`src/rtl/video_pattern_gen_pkg.sv`:
```
// Shared types and raster helpers for the video pattern generator.
package video_gen_pkg;

   typedef enum logic [1:0] {
      PAT_RAMP,
      PAT_CHECKER,
      PAT_BARS,
      PAT_FCOUNT
   } pattern_e;

   typedef enum logic [1:0] {
      ST_IDLE,
      ST_RUN,
      ST_STOP
   } state_e;

   function automatic int h_total(input int w, input int fp,
                                  input int sy, input int bp);
      return w + fp + sy + bp;
   endfunction

   function automatic int v_total(input int h, input int fp,
                                  input int sy, input int bp);
      return h + fp + sy + bp;
   endfunction

   function automatic int cnt_bits(input int n);
      return (n > 1) ? $clog2(n) : 1;
   endfunction

endpackage

```
`src/rtl/video_pattern_gen_if.sv`:
```
// Control and pixel-stream bundle between the generator and its sink.
interface video_pattern_gen_if #(
   parameter int DW = 24
);
   logic          i_enable;
   logic [1:0]    i_pattern;
   logic          o_busy;
   logic          o_vsync;
   logic          o_hsync;
   logic          o_data_valid;
   logic          o_sof;
   logic          o_eol;
   logic [DW-1:0] o_data;
   logic [15:0]   o_frame_cnt;

   modport master (
      input  i_enable, i_pattern,
      output o_busy, o_vsync, o_hsync, o_data_valid,
      output o_sof, o_eol, o_data, o_frame_cnt
   );

   modport slave (
      output i_enable, i_pattern,
      input  o_busy, o_vsync, o_hsync, o_data_valid,
      input  o_sof, o_eol, o_data, o_frame_cnt
   );
endinterface

```
`src/rtl/video_pattern_gen_timing.sv`:
```
// Raster counters and decode: h/v position, syncs, active window, x/y.
module video_timing_core
   import video_gen_pkg::*;
#(
   parameter int IMG_WIDTH  = 640,
   parameter int IMG_HEIGHT = 480,
   parameter int H_FP       = 16,
   parameter int H_SYNC     = 96,
   parameter int H_BP       = 48,
   parameter int V_FP       = 10,
   parameter int V_SYNC     = 2,
   parameter int V_BP       = 33,
   localparam int XW = cnt_bits(IMG_WIDTH),
   localparam int YW = cnt_bits(IMG_HEIGHT)
) (
   input  logic          clk,
   input  logic          rst_n,
   input  logic          run,
   output logic          active,
   output logic          hs,
   output logic          vs,
   output logic          first,
   output logic          last,
   output logic          frame_end,
   output logic [XW-1:0] x,
   output logic [YW-1:0] y
);
   localparam int HT = h_total(IMG_WIDTH, H_FP, H_SYNC, H_BP);
   localparam int VT = v_total(IMG_HEIGHT, V_FP, V_SYNC, V_BP);
   localparam int HW = cnt_bits(HT);
   localparam int VW = cnt_bits(VT);

   logic [HW-1:0] h_q, h_d;
   logic [VW-1:0] v_q, v_d;
   logic [XW-1:0] x_q, x_d;
   logic [YW-1:0] y_q, y_d;
   int            h_i, v_i;
   logic          h_end, v_end;

   assign h_i   = int'(h_q);
   assign v_i   = int'(v_q);
   assign h_end = (h_i == HT - 1);
   assign v_end = (v_i == VT - 1);

   // x/y track h/v inside the active window and hold past it
   always_comb begin
      h_d = h_q;
      v_d = v_q;
      x_d = x_q;
      y_d = y_q;
      if (!run) begin
         h_d = '0;
         v_d = '0;
         x_d = '0;
         y_d = '0;
      end else if (h_end) begin
         h_d = '0;
         x_d = '0;
         if (v_end) begin
            v_d = '0;
            y_d = '0;
         end else begin
            v_d = v_q + 1'b1;
            if (v_i < IMG_HEIGHT - 1)
               y_d = y_q + 1'b1;
         end
      end else begin
         h_d = h_q + 1'b1;
         if (h_i < IMG_WIDTH - 1)
            x_d = x_q + 1'b1;
      end
   end

   always_ff @(posedge clk) begin
      if (!rst_n) begin
         h_q <= '0;
         v_q <= '0;
         x_q <= '0;
         y_q <= '0;
      end else begin
         h_q <= h_d;
         v_q <= v_d;
         x_q <= x_d;
         y_q <= y_d;
      end
   end

   assign active    = (h_i < IMG_WIDTH) && (v_i < IMG_HEIGHT);
   assign hs        = (h_i >= IMG_WIDTH + H_FP) &&
                      (h_i <  IMG_WIDTH + H_FP + H_SYNC);
   assign vs        = (v_i >= IMG_HEIGHT + V_FP) &&
                      (v_i <  IMG_HEIGHT + V_FP + V_SYNC);
   assign first     = active && (h_i == 0) && (v_i == 0);
   assign last      = active && (h_i == IMG_WIDTH - 1);
   assign frame_end = h_end && v_end;
   assign x         = x_q;
   assign y         = y_q;

endmodule

```
`src/rtl/video_pattern_gen.sv`:
```
// Video test source: run/stop FSM, per-frame pattern latch,
// pattern datapath and registered raster outputs.
module video_pattern_gen
   import video_gen_pkg::*;
#(
   parameter int NUM_CH      = 3,
   parameter int PIXEL_WIDTH = 8,
   parameter int IMG_WIDTH   = 640,
   parameter int IMG_HEIGHT  = 480,
   parameter int H_FP        = 16,
   parameter int H_SYNC      = 96,
   parameter int H_BP        = 48,
   parameter int V_FP        = 10,
   parameter int V_SYNC      = 2,
   parameter int V_BP        = 33,
   parameter bit HS_POL      = 1'b0,
   parameter bit VS_POL      = 1'b0,
   parameter int CHK_LOG2    = 5
) (
   input logic               clk,
   input logic               rst_n,
   video_pattern_gen_if.master vif
);
   localparam int PW    = PIXEL_WIDTH;
   localparam int DW    = NUM_CH * PW;
   localparam int XW    = cnt_bits(IMG_WIDTH);
   localparam int YW    = cnt_bits(IMG_HEIGHT);
   localparam int BAR_W = IMG_WIDTH / 8;

   state_e        state_q;
   logic          busy_q;
   pattern_e      pat_q, pat_d;
   logic [15:0]   fcnt_q, fcnt_d;
   logic          valid_q, valid_d;
   logic          sof_q, sof_d;
   logic          eol_q, eol_d;
   logic          hsync_q, hsync_d;
   logic          vsync_q, vsync_d;
   logic [DW-1:0] data_q, data_d;

   logic          run;
   logic          active, hs, vs, first, last, frame_end;
   logic [XW-1:0] x;
   logic [YW-1:0] y;
   logic [31:0]   xw, yw;
   logic [2:0]    bar;
   logic          chk_on;
   logic [DW-1:0] pix;

   assign run = (state_q != ST_IDLE);

   video_timing_core #(
      .IMG_WIDTH  (IMG_WIDTH),
      .IMG_HEIGHT (IMG_HEIGHT),
      .H_FP       (H_FP),
      .H_SYNC     (H_SYNC),
      .H_BP       (H_BP),
      .V_FP       (V_FP),
      .V_SYNC     (V_SYNC),
      .V_BP       (V_BP)
   ) u_timing (
      .clk       (clk),
      .rst_n     (rst_n),
      .run       (run),
      .active    (active),
      .hs        (hs),
      .vs        (vs),
      .first     (first),
      .last      (last),
      .frame_end (frame_end),
      .x         (x),
      .y         (y)
   );

   // STOP lets the current frame finish; enable wins at the last cycle
   always_ff @(posedge clk) begin
      if (!rst_n) begin
         state_q <= ST_IDLE;
         busy_q  <= 1'b0;
      end else begin
         busy_q <= (state_q != ST_IDLE);
         unique case (state_q)
            ST_IDLE:
               if (vif.i_enable) state_q <= ST_RUN;
            ST_RUN:
               if (!vif.i_enable) state_q <= ST_STOP;
            ST_STOP:
               if (vif.i_enable) state_q <= ST_RUN;
               else if (frame_end) state_q <= ST_IDLE;
            default:
               state_q <= ST_IDLE;
         endcase
      end
   end

   always_comb begin
      pat_d  = pat_q;
      fcnt_d = fcnt_q;
      if (state_q == ST_IDLE) begin
         if (vif.i_enable)
            pat_d = pattern_e'(vif.i_pattern);
      end else if (frame_end) begin
         pat_d  = pattern_e'(vif.i_pattern);
         fcnt_d = fcnt_q + 16'd1;
      end
   end

   assign xw     = 32'(x);
   assign yw     = 32'(y);
   assign chk_on = xw[CHK_LOG2] ^ yw[CHK_LOG2];

   // bar index by constant thresholds instead of a divider
   always_comb begin
      bar = 3'd0;
      for (int k = 1; k < 8; k++)
         if (xw >= 32'(k * BAR_W))
            bar = bar + 3'd1;
   end

   always_comb begin
      pix = '0;
      for (int c = 0; c < NUM_CH; c++) begin
         unique case (pat_q)
            PAT_RAMP:
               pix[c*PW +: PW] = PW'(xw + yw + (32'(c) << (PW - 2)));
            PAT_CHECKER:
               pix[c*PW +: PW] = {PW{chk_on}};
            PAT_BARS:
               pix[c*PW +: PW] = {PW{bar[c % 3]}};
            PAT_FCOUNT:
               pix[c*PW +: PW] = PW'(fcnt_q);
         endcase
      end
   end

   always_comb begin
      valid_d = run && active;
      sof_d   = run && first;
      eol_d   = run && last;
      hsync_d = (run && hs) ? HS_POL : ~HS_POL;
      vsync_d = (run && vs) ? VS_POL : ~VS_POL;
      data_d  = valid_d ? pix : '0;
   end

   always_ff @(posedge clk) begin
      if (!rst_n) begin
         pat_q   <= PAT_RAMP;
         fcnt_q  <= '0;
         valid_q <= 1'b0;
         sof_q   <= 1'b0;
         eol_q   <= 1'b0;
         hsync_q <= ~HS_POL;
         vsync_q <= ~VS_POL;
         data_q  <= '0;
      end else begin
         pat_q   <= pat_d;
         fcnt_q  <= fcnt_d;
         valid_q <= valid_d;
         sof_q   <= sof_d;
         eol_q   <= eol_d;
         hsync_q <= hsync_d;
         vsync_q <= vsync_d;
         data_q  <= data_d;
      end
   end

   assign vif.o_busy       = busy_q;
   assign vif.o_vsync      = vsync_q;
   assign vif.o_hsync      = hsync_q;
   assign vif.o_data_valid = valid_q;
   assign vif.o_sof        = sof_q;
   assign vif.o_eol        = eol_q;
   assign vif.o_data       = data_q;
   assign vif.o_frame_cnt  = fcnt_q;

endmodule
```
`src/flat_wrapper.sv`:
```
// flat-port wrapper written by rule: the top's interface ports become plain ports
module video_pattern_gen_flat import video_gen_pkg::*;
#(
   parameter int NUM_CH      = 3,
   parameter int PIXEL_WIDTH = 8,
   parameter int IMG_WIDTH   = 640,
   parameter int IMG_HEIGHT  = 480,
   parameter int H_FP        = 16,
   parameter int H_SYNC      = 96,
   parameter int H_BP        = 48,
   parameter int V_FP        = 10,
   parameter int V_SYNC      = 2,
   parameter int V_BP        = 33,
   parameter bit HS_POL      = 1'b0,
   parameter bit VS_POL      = 1'b0,
   parameter int CHK_LOG2    = 5
)
  (clk, rst_n, vif_i_enable, vif_i_pattern, vif_o_busy, vif_o_vsync, vif_o_hsync, vif_o_data_valid, vif_o_sof, vif_o_eol, vif_o_data, vif_o_frame_cnt);
  video_pattern_gen_if vif_i ();
  input logic clk;
  input logic rst_n;
  input wire logic [$bits(vif_i.i_enable)-1:0] vif_i_enable;
  input wire logic [$bits(vif_i.i_pattern)-1:0] vif_i_pattern;
  output wire logic [$bits(vif_i.o_busy)-1:0] vif_o_busy;
  output wire logic [$bits(vif_i.o_vsync)-1:0] vif_o_vsync;
  output wire logic [$bits(vif_i.o_hsync)-1:0] vif_o_hsync;
  output wire logic [$bits(vif_i.o_data_valid)-1:0] vif_o_data_valid;
  output wire logic [$bits(vif_i.o_sof)-1:0] vif_o_sof;
  output wire logic [$bits(vif_i.o_eol)-1:0] vif_o_eol;
  output wire logic [$bits(vif_i.o_data)-1:0] vif_o_data;
  output wire logic [$bits(vif_i.o_frame_cnt)-1:0] vif_o_frame_cnt;
  assign vif_i.i_enable = vif_i_enable;
  assign vif_i.i_pattern = vif_i_pattern;
  assign vif_o_busy = vif_i.o_busy;
  assign vif_o_vsync = vif_i.o_vsync;
  assign vif_o_hsync = vif_i.o_hsync;
  assign vif_o_data_valid = vif_i.o_data_valid;
  assign vif_o_sof = vif_i.o_sof;
  assign vif_o_eol = vif_i.o_eol;
  assign vif_o_data = vif_i.o_data;
  assign vif_o_frame_cnt = vif_i.o_frame_cnt;
  video_pattern_gen #(.NUM_CH(NUM_CH), .PIXEL_WIDTH(PIXEL_WIDTH), .IMG_WIDTH(IMG_WIDTH), .IMG_HEIGHT(IMG_HEIGHT), .H_FP(H_FP), .H_SYNC(H_SYNC), .H_BP(H_BP), .V_FP(V_FP), .V_SYNC(V_SYNC), .V_BP(V_BP), .HS_POL(HS_POL), .VS_POL(VS_POL), .CHK_LOG2(CHK_LOG2)) u_core (.clk(clk), .rst_n(rst_n), .vif(vif_i));
endmodule
```
`config.mk`:
```
export PLATFORM = sky130hd
export DESIGN_NAME = video_pattern_gen_flat
export DESIGN_NICKNAME = d
export VERILOG_FILES = /design/src/rtl/video_pattern_gen_pkg.sv /design/src/rtl/video_pattern_gen_if.sv /design/src/rtl/video_pattern_gen_timing.sv /design/src/rtl/video_pattern_gen.sv /design/src/flat_wrapper.sv
export SDC_FILE = /design/constraint.sdc
export NUM_CORES = 1
export LEC_CHECK = 0
export CAP_MARGIN = 15
export CORE_UTILIZATION = 33
export DETAILED_ROUTE_END_ITERATION = 7
export SYNTH_ARGS = -nofsm -noshare
export SYNTH_HDL_FRONTEND = slang
export SYNTH_SLANG_ARGS = --single-unit
```
`constraint.sdc`:
```
create_clock -name clk -period 5.4 [get_ports clk]
set_clock_uncertainty 0.2 [all_clocks]
set_input_delay 1.08 -clock clk [delete_from_list [all_inputs] [get_ports clk]]
set_output_delay 1.08 -clock clk [all_outputs]
set_load 0.1 [all_outputs]
```
# Word level (Yosys, flattened, before mapping)

Index checks and enable logic that the tools add are counted.

Bitwise operators: 4
Multiplexer cells: 23
Magnitude comparators: 15
Reduce and logical (&&, ||, !) cells: 26
$add $sub $neg: 14
Equal/unequal tests: 11

Operator list:

| cell                  | count |
|---|---|
| $pmux 8 s4            | 3 |
| $logic_not 32->1      | 2 |
| $ge 10x9->1 const B   | 4 |
| $add 10x1->10 const B | 3 |
| $lt 10x10->1 const B  | 3 |
| $lt 10x9->1 const B   | 3 |
| $eq 10x10->1 const B  | 2 |
| $ge 10x10->1 const B  | 2 |
| $ge 10x8->1 const B   | 2 |
| $mux 3                | 6 |
| $mux 9                | 2 |
| $add 16x1->16 const B | 1 |
| $add 3x1->3 const B   | 5 |
| $mux 2                | 7 |
| $logic_and 1x1->1     | 12 |
| $eq 10x9->1 const B   | 1 |
| $ge 10x7->1 const B   | 1 |
| $mux 10               | 1 |
| $reduce_and 2->1      | 5 |
| $add 9x1->9 const B   | 1 |
| $add 8x7->8 const B   | 1 |
| $add 8x8->8           | 1 |
| $add 8x8->8 const B   | 1 |
| $eq 2x2->1 const B    | 3 |
| other kinds (12)      | 21 |

Word-level logic and storage cells: 107
Input bits: 5
Bits in registers: 89
Output and inout bits: 46

# Logic depth before layout (Yosys ltp)

Gate-level depths: netlist of run 1.

Depth after elaboration: 15
Depth in mapped cells: 23
Gate-level depth less buffers: 21

# Modules after synthesis

Synthesis of run 1 repeated with hierarchy kept, for this count alone.

Cells, all modules: 550
Area, all modules: 4,727.0 um^2

By module, submodules not included:

| module            | area an instance (um^2) | cells an instance | times used | seq. area each (um^2) |
|---|---|---|---|---|
| video_pattern_gen | 2,737.6                 | 311               | 1          | 1,001.0 |
| video_timing_core | 1,989.4                 | 239               | 1          | 780.7 |

# Worst setup path before layout of run 1

No wires, ideal clock.

Path type: reg2reg
Start point: reg u_core.u_timing.x_q[9], in the netlist u_core.u_timing.x[9]
End point: reg u_core.data_q[16], in the netlist u_core.vif.o_data[16]
Stages on the path, launching flop included: 23
Buffers on the path: 2
Arrival time: 3.751 ns
Slack: 1.312 ns
Setup time: 0.137 ns
Required time: 5.063 ns
Period minus slack after synthesis: 4.088 ns
Cell sequence: dfxtp_1 -> buf_2 -> nor2_1 -> buf_4 -> and3b_1 -> ha_1 -> inv_1 -> xnor2_1 -> ha_1 -> nand2b_1 -> a22oi_1 -> o22ai_1 -> nor3_2 -> ha_1 -> nand2_1 -> nand2_1 -> ha_1 -> nand2_1 -> nor2_1 -> xor2_1 -> xnor2_1 -> mux2i_2 -> o21ai_0

Longest elaborated chain between the ends: 15
Elaborated cells on any way between the ends: 21
Those cells by class: add/sub: 6; order compare: 7; mux: 8

RTL lines:

| what                   | line                           | text |
|---|---|---|
| from (decl)            | video_pattern_gen_timing.sv:35 | `logic [XW-1:0] x_q, x_d;` |
| from (signal assigned) | video_pattern_gen_timing.sv:78 | `x_q <= '0;` |
| from (signal assigned) | video_pattern_gen_timing.sv:83 | `x_q <= x_d;` |
| $ge 10x7->1            | video_pattern_gen.sv:116       | `if (xw >= 32'(k * BAR_W))` |
| $mux 1                 | video_pattern_gen.sv:116       |  |
| $add 1x1->2            | video_pattern_gen.sv:117       | `bar = bar + 3'd1;` |
| $mux 3                 | video_pattern_gen.sv:116       |  |
| $add 3x1->3            | video_pattern_gen.sv:117       |  |
| $mux 3                 | video_pattern_gen.sv:116       |  |
| $add 3x1->3            | video_pattern_gen.sv:117       |  |
| $mux 3                 | video_pattern_gen.sv:116       |  |
| $add 3x1->3            | video_pattern_gen.sv:117       |  |
| $mux 3                 | video_pattern_gen.sv:116       |  |
| $add 3x1->3            | video_pattern_gen.sv:117       |  |
| $mux 3                 | video_pattern_gen.sv:116       |  |
| $add 3x1->3            | video_pattern_gen.sv:117       |  |
| $mux 3 *               | video_pattern_gen.sv:116       |  |
| $pmux 8 s4 *           | video_pattern_gen.sv:123       | `unique case (pat_q)` |
| to (signal assigned)   | video_pattern_gen.sv:163       | `data_q <= data_d;` |
| to (decl)              | video_pattern_gen.sv:39        | `logic [DW-1:0] data_q, data_d;` |

Every way passes the cells marked *; elsewhere a longest branch is shown, timed or not.
A chain may end at the register's enable or synchronous reset.

# Worst setup path in the final report of run 1

Start point: reg u_core.u_timing.x_q[9], in the netlist u_core.u_timing.x[9]
End point: reg u_core.data_q[21], in the netlist u_core.vif.o_data[21]

The elaborated chain is that of the path after synthesis.

==> results of run 1 <==
==> logic make-up (layout without fill, tap and decap cells) <==
logic type,Yosys count,count (layout),synth area share (%)
AO/OA/AOI/OAI,106,106,14.1
XOR/XNOR,48,48,9.10
adder cells (fa/ha/maj),23,23,6.28
buffers and inverters,50,91,5.22
flip-flops,88,88,37.5
multiplexers,9,9,2.10
AND/OR/NAND/NOR,221,221,25.8
==> worst paths after layout <==
check | to | slack (ps) | cells past startpoint
worst max-delay path | u_core.vif.o_data[21]$_SDFF_PN0_ | 820 | 21
worst max register to register | u_core.vif.o_data[21]$_SDFF_PN0_ | 820 | 21
worst min-delay path | u_core.u_timing.h_q[0]$_SDFF_PP0_ | 280 | 1
worst min register to register | u_core.u_timing.h_q[0]$_SDFF_PP0_ | 280 | 1
==> per-layer routing <==
metal | track usage, % | wire (um)
met3 | 3.15 | 294
met5 | 0 | 0
met1 | 18.8 | 4970
met4 | 3.94 | 91
met2 | 24.1 | 4850
==> power breakdown <==
| group | switching [mW] | internal (mW) |
|---|---|---|
| Clock | 0.241 | 0.318 |
| Combinational | 0.0486 | 0.0194 |
| Sequential | 0.00663 | 0.655 |
| Total | 0.296 | 0.992 |
==> registers in the layout, indices dropped and copies added, names as in the netlist, 2 cells and up <==
register	cells
u_core.vif.o_data	24
u_core.u_timing.y	8
u_core.vif.o_frame_cnt	16
u_core.state_q	2
u_core.u_timing.x	10
u_core.u_timing.h_q	10
u_core.pat_q	2
u_core.u_timing.v_q	10
==> cell type report <==
type                       instances  area, um2  area share, %
clock inverter                     3       20.0          0.360
clock buffer                      11        243           4.37
tap                              180        225           4.05
timing repair buffer              52        515           9.28
multi-input combinational        407       2700           48.5
sequential                        88       1760           31.7
inverter                          25       93.8           1.69
==> critical path, delay by kind of cell (launching register included) <==
family / cells / cell delay (ps)
AO/OA/AOI/OAI: 3 / 400
XOR/XNOR: 3 / 530
adder cells (fa/ha/maj): 4 / 1090
buffers and inverters: 2 / 400
flip-flops: 1 / 530
multiplexers: 1 / 400
AND/OR/NAND/NOR: 8 / 920
==> placed cells by master (no fill, tap or decap), drive strengths merged, types with 2 or more instances in the layout <==
master         instances
or2                    3
or3                    9
xnor2                 27
nand2b                 8
or4                    2
xor2                  21
and2                  12
a31oi                 11
o211ai                 3
clkbuf                11
inv                   25
nor4b                  2
a211oi                 4
a21o                   3
nand3                 20
clkinvlp               2
and4b                  2
ha                    22
buf                    2
and3                  16
a21oi                 35
mux2i                  8
nor2                  45
dfxtp                 88
nor2b                 10
nor4                   5
nor3                   9
a21boi                 4
nand2                 53
o21ai                 26
clkdlybuf4s50         50
and3b                  2
o22ai                  2
nand4                 20
a211o                  2
o31ai                  3
and4                   2
==> per-stage QoR <==
stage                     hold slack [ps]  instance area [um2]  total power, mW
after floorplan                       238                 4700            0.725
after global routing                  324                 5550             1.34
after global placement                260                 5290            0.743
after CTS                             284                 5550             1.30
final                                 279                 5550             1.29
after detailed placement              270                 5290            0.744
==> results.md, run 1 <==
Setup path:
- The source of the worst register-to-register timing path is u_core.u_timing.x[9]$_SDFFE_PP0N_.
- The startpoint type of the worst setup path is a flip-flop.
- The startpoint of the most critical setup path is u_core.u_timing.x[9]$_SDFFE_PP0N_.
- The highest fanout seen on the critical path is 11.
- The critical path data required time is ~5400 ps.
- The signal on the critical path passes through nor2_1, buf_4, and3b_1, ha_1, inv_1, xnor2_1, ha_1, nand2b_1, a22oi_1, o22ai_1, nor3_2, ha_1, nand2_1, nand2_1, ha_1, nand2_1, nor2_1, xor2_1, xnor2_1, mux2i_2, o21ai_0.
- The worst setup path is of the flip-flop to flip-flop kind.
- STA classifies the critical path endpoint as a flip-flop.
- The cell seen most often among critical-path stages is ha_1.
- The slowest stage of the critical path is the dfxtp_1 cell.
- The delay of the slowest cell on the worst path is about 530 ps.
- STA puts the critical path data arrival time at roughly 4600 ps.

Synth:
- The area of the mapped netlist is approximately 4700 um2.
- For this run, asynchronously set or reset flops after synthesis account for 0%.
- Synthesis handed over a netlist of 545 instances.
- The largest total area in the synthesized netlist belongs to dfxtp_1.
- The most instantiated library cell after synthesis is dfxtp_1.
- The synthesized net count is 573.
- The number of unique standard cell types used by synthesis is 69.
- The most common flop cell mapped by yosys is dfxtp_1.
- Yosys attributes the largest share of cell area to dfxtp_1, ha_1, xnor2_1.
- Sorting the synthesized cells by how often they occur yields dfxtp_1, nand2_1, nor2_1.
- For this run, the register share of the synthesized area comes to between 30 and 40%.
- The flip-flop and latch count after synthesis is 88.
- Yosys mapped a number of flops with a built-in enable equal to 0.
- Averaged over all synthesized cells, the footprint is around 8.6 um2.
- The share of the synthesized area in the top cell type is 37.5%.
- The yosys synthesis warning count is 0.

Cells and area:
- The repair_antennas step left the layout with diodes totalling 0.
- The filler cells instantiated in the layout total roughly 1.4k.
- Measured on the finished design, the core utilization comes to between 40% and 50%.
- Relative to the synthesized area, the layout overhead comes to 18.1%.
- The share of cells above drive strength 1 is 6.48%.
- Once layout is complete, the cells apart from fillers number 766.
- The number of nets in the finished design is 611.

Routing:
- The number of remaining DRC errors is 0.
- The count of vias placed by the detailed router is between 3k and 4k.
- The first-pass detailed-route iteration total is 4.
- The detail route stage leaves a number of antenna-violating nets equal to 0.
- The wire length reported by the detailed router is 10.2 mm.
- The violation count after the first detailed-routing iteration is around 170.
- The average routed wire per standard cell is between 10 and 15 um.
- Using the TritonRoute via totals, the vias-per-cell ratio works out to around 5.

STA:
- The number of endpoints with negative hold slack in the final report is 0.
- The number of pins with negative max-slew slack in the final report was 0.
- The pin slew with the least headroom to its limit is 976 ps.
- Adding up every negative setup slack in the final design gives 0 ps.
- Setup repair after global routing left no endpoint under its margin.
- Setup violations remaining at the end of the flow were counted as 0.
- The smallest clock period supported by the final layout is computed as around 4600 ps.
- Timing would allow up to 218 MHz.
- Headroom to the max-slew limit came out at between 30% and 40%.
- Setup slack closes at a little over 800 ps.
- The ratio of final minimum period to clock period is between 80% and 90%.

Power and ir drop:
- The worst ir drop on vdd is around 180 uV.
- In this run the static leakage power is roughly 2 nW.
- For this design the ratio of total power to cell area is approximately 230 nW/um2.

Clock network:
- The hold buffer count at CTS is 0.
- The number of gates given a new drive strength after cts is 0.
- CTS built an H-tree with a depth of 3.
- Clock tree synthesis inserted a total of 9 buffers.
- The clock tree from TritonCTS is built.
- The tree is rooted in a clkbuf_16.
- The tree built by TritonCTS fans out to between 80 and 90 sinks.
- The clock reaches the later pin of the worst-skew pair after between 300 and 400 ps.
- The maximum number of buffers from clock root to sink is 2.
- Clock-pin slew was measured on the worst setup and hold paths at ~60 ps.
- After clock tree synthesis, the setup repair step added 0 buffers.

Floorplan:
- The total area inside the core boundary comes to about 14000 um2.
- The floorplan has 43 rows.
- The die footprint is 14700 um2.
- Once the floorplan was initialized, standard cells occupied ~34% of the core.
- The number of I/O pins is a little over 50.
- In this run the horizontal extent of the chip is about 120 um.
- The die is ~120 um tall.

Global route:
- The overall routing resource usage is 14.5%.
- The number of global-route vias before repair was 3701.
- Entering global routing, the biggest net connects 25 pins.
- The global-route wire length before repair is between 15 and 20 mm.
- For this run the aggregate overflow at the end of global routing stands at 0.
- The initial antenna violation count is 0.

Placement:
- OpenSTA, run right after detailed placement, puts the worst setup slack at between 800 and 900 ps.
- At the end of routability-driven placement, the weighted congestion stood at around 0.83.
- The post-detailed-placement half-perimeter wirelength is 7.62 mm.
- Including well taps, the total number of placed cells is roughly 750.
- The port buffer count is 50.

Status:
- The run finished with clean final reports.

Worst hold path:
- The worst hold-check path type is flip-flop to flip-flop.
- The worst min-delay path startpoint is u_core.u_timing.h_q[0]$_SDFF_PP0_.

Job:
- The count of maximum capacitance violations is 0.
Power figures use the tool's default switching activity.
==> inputs of run 2 (changes only) <==
==> constraint.sdc (replaced) <==
create_clock -name clk -period 4.3 [get_ports clk]
set_clock_uncertainty 0.2 [all_clocks]
set_input_delay 0.86 -clock clk [delete_from_list [all_inputs] [get_ports clk]]
set_output_delay 0.86 -clock clk [all_outputs]
set_load 0.1 [all_outputs]
==> results.md, run 2 (synthesis results as in run 1) <==
Status:
- Run status: finished clean (unchanged).

Routing:
- The violation count after the first detailed-routing iteration is 204 (was 174).
- The count of vias placed by the detailed router is 3926 (was 3858).
- The average routed wire per standard cell is 13.4 um (was 13.3 um).
- The average via count per standard cell is 5.03 (was 5.04).
- The first-pass detailed-route iteration total was 7 (was 4).
- The antenna violation net count after detailed routing is 0 (unchanged).
- The wire length reported by the detailed router is 10.5 mm (was 10.2 mm).
- The number of remaining DRC errors is 0 (unchanged).

STA:
- The normalized max-slew margin is 34.5% (was 34.7%).
- The fmax came to 247 MHz (was 218 MHz).
- The minimum clock period after layout is 4040 ps (was 4580 ps).
- The setup slack after layout came to 258 ps (was 817 ps).
- The number of endpoints with negative hold slack in the final report was 0 (unchanged).
- The worst slack on hold paths is 288 ps (was 279 ps).
- The number of pins with negative max-slew slack in the final report was 0 (unchanged).
- The ratio of final minimum period to clock period was 94.0% (was 84.9%).
- The setup-violating endpoint count in the final report is 0 (unchanged).
- The final total negative setup slack is 0 ps (unchanged).
- The pin slew with the least headroom to its limit is 979 ps (was 976 ps).

Global route:
- The number of global-route vias before repair is 3674 (was 3701).
- The overall routing resource usage was 14.8% (was 14.5%).
- The global-route wire length before repair was 17.5 mm (was 17.4 mm).
- The sum of overflow across all layers after global routing is 0 (unchanged).
- The pin count of the biggest net entering global routing was 22 (was 25).
- The initial antenna violation count is 0 (unchanged).

Floorplan:
- The die footprint is 14700 um2 (unchanged).
- The number of I/O pins is 51 (unchanged).
- The starting density of the core is 33.9% (unchanged).
- The core region area came to 13900 um2 (unchanged).
- The number of rows in the core area is 43 (unchanged).
- The die height came to 121 um (unchanged).
- The die extent in x was 121 um (unchanged).

Setup path:
- The highest fanout seen on the critical path was 7 (was 11).
- The startpoint type of the worst setup path is a flip-flop (unchanged).
- The logic depth of the worst register-to-register path is 22 (was 21).
- The endpoint arrival time on the critical path came to 4050 ps (was 4580 ps).
- The critical path data required time came to 4310 ps (was 5400 ps).
- The reg-to-reg critical path endpoint is u_core.vif.o_data[22]$_SDFF_PN0_ (was u_core.vif.o_data[21]$_SDFF_PN0_).
- The critical path start-end classification is flip-flop to flip-flop (unchanged).
- The source of the worst register-to-register timing path is u_core.u_timing.x[4]$_SDFFE_PP0N_ (was u_core.u_timing.x[9]$_SDFFE_PP0N_).
- The worst reg-to-reg setup slack is 260 ps (was 820 ps).
- The capturing element type of the critical path is a flip-flop (unchanged).

Clock network:
- The CTS root buffer is clkbuf_16 (unchanged).
- The hold buffer count at CTS is 0 (unchanged).
- The clock slew at the register clock pins of the worst setup and hold paths is 60 ps (about the same).
- The TritonCTS sink count is 88 (unchanged).
- The count of H-tree levels built during CTS came to 3 (unchanged).
- The number of buffers created by CTS is 9 (unchanged).
- The insertion delay of the later-clocked pin in the worst-skew pair is 340 ps (about the same).
- The maximum number of buffers from clock root to sink is 2 (unchanged).
- The clock tree from TritonCTS is built (unchanged).

Power and ir drop:
- The leakage power is 2.12 nW (was 2.04 nW).
- The worst ir drop on vdd was 211 uV (was 175 uV).
- The overall power consumption is 1.70 mW (was 1.29 mW).
- The power density over the cells was 297 nW/um2 (was 232 nW/um2).

Worst hold path:
- The sink of the worst hold path is u_core.u_timing.h_q[0]$_SDFF_PP0_ (unchanged).
- The worst hold-check path type is flip-flop to flip-flop (unchanged).
- The cell count of the worst hold path is 1 (unchanged).
- The worst min-delay path startpoint is u_core.u_timing.h_q[0]$_SDFF_PP0_ (unchanged).

Cells and area:
- The flip-flop and latch area is 1770 um2 (was 1760 um2).
- The layout filler cell count is 1387 (was 1405).
- The number of antenna repair diodes was 0 (unchanged).
- The synthesis-to-layout area growth is 21.7% (was 18.1%).
- The area occupied by multi-input gates is 2720 um2 (was 2700 um2).
- The flip-flop count of the largest register after layout is 24 (unchanged).
- The final standard cell area without fillers is 5720 um2 (was 5550 um2).
- The share of cells above drive strength 1 is 9.82% (was 6.48%).
- Commonest cells after routing, fill and taps aside: dfxtp_1, nand2_1, clkdlybuf4s50_1 (unchanged).
- The leading cell type in the layout, fill and taps excluded is dfxtp_1 (unchanged).
- The number of nets in the finished design is 624 (was 611).

Placement:
- The port buffer count is 50 (unchanged).
- The post-detailed-placement half-perimeter wirelength is 7.70 mm (was 7.62 mm).
- The cell area after placement was 5340 um2 (was 5290 um2).
- The routability congestion estimate is 0.834 (about the same).
- The worst setup slack after placement came to -9.89 ps (was 827 ps).

Job:
- The count of maximum capacitance violations came to 0 (unchanged).
run 2: worst max-delay path by stage:
stage	startpoint	endpoint	slack, ps	depth (start not counted)
floorplan	u_core.u_timing.x[9]$_SDFFE_PP0N_	u_core.vif.o_data[16]$_SDFF_PN0_	210	22
global placement	u_core.u_timing.x[8]$_SDFFE_PP0N_	u_core.vif.o_data[22]$_SDFF_PN0_	180	20
detailed placement	u_core.u_timing.x[8]$_SDFFE_PP0N_	u_core.vif.o_data[20]$_SDFF_PN0_	-10	20
CTS	u_core.u_timing.x[4]$_SDFFE_PP0N_	u_core.vif.o_data[20]$_SDFF_PN0_	60	20
global route	u_core.u_timing.x[8]$_SDFFE_PP0N_	u_core.vif.o_data[18]$_SDFF_PN0_	-10	22
finish	u_core.u_timing.x[4]$_SDFFE_PP0N_	u_core.vif.o_data[22]$_SDFF_PN0_	260	22
run 2: area by class of cell:
| class | instances | area share (%) |
|---|---|---|
| inverter | 25 | 1.64 |
| clock inverter | 4 | 0.940 |
| timing repair buffer | 65 | 10.7 |
| clock buffer | 12 | 4.31 |
| tap | 180 | 3.94 |
| sequential | 88 | 30.9 |
| multi-input combinational | 407 | 47.5 |
run 2: where the power goes:
group	internal (mW)	total [mW]	switching (mW)
combinational	0.0249	0.0857	0.0609
sequential	0.821	0.829	0.00815
clock	0.468	0.786	0.318
total	1.31	1.70	0.387
run 2: stage by stage:
stage               instances  utilization (%)
global placement          759             38.5
detailed placement        759             38.5
global route              781             41.2
floorplan                 545                -
finish                    781             41.2
CTS                       775             40.7
run 2: critical path: stages, from the launching register on:
cell      delay [ps]
dfxtp_4          360
o21ai_1          130
and3b_2          250
inv_1             70
ha_1             210
nor2_1           100
a21oi_1           50
ha_1             310
nand2b_1         140
a22oi_1          140
o22ai_1          100
nor3_2           230
ha_1             280
nand2_2           70
nand2_1           50
ha_1             200
nand2_1           60
nor2_1            40
xor2_1           180
xnor2_1          220
mux2i_2          250
buf_4            170
o21ai_0           70
run 2: repair_timing:
| item | CTS | global route |
|---|---|---|
| pin swaps | 0 | 4 |
| cloned | 0 | 0 |
| gates resized for setup | 2 | 9 |
| setup buffers | 0 | 6 |
| endpoints found under the setup margin | 7 | 8 |
run 2: layer usage:
layer | up-vias | global-route usage, % | routed length (um)
met1 | 1831 | 19.2 | 4910
li1 | 2013 | - | -
met5 | - | 0 | 0
met2 | 72 | 24.3 | 5050
met3 | 10 | 3.62 | 389
met4 | 0 | 4.17 | 107
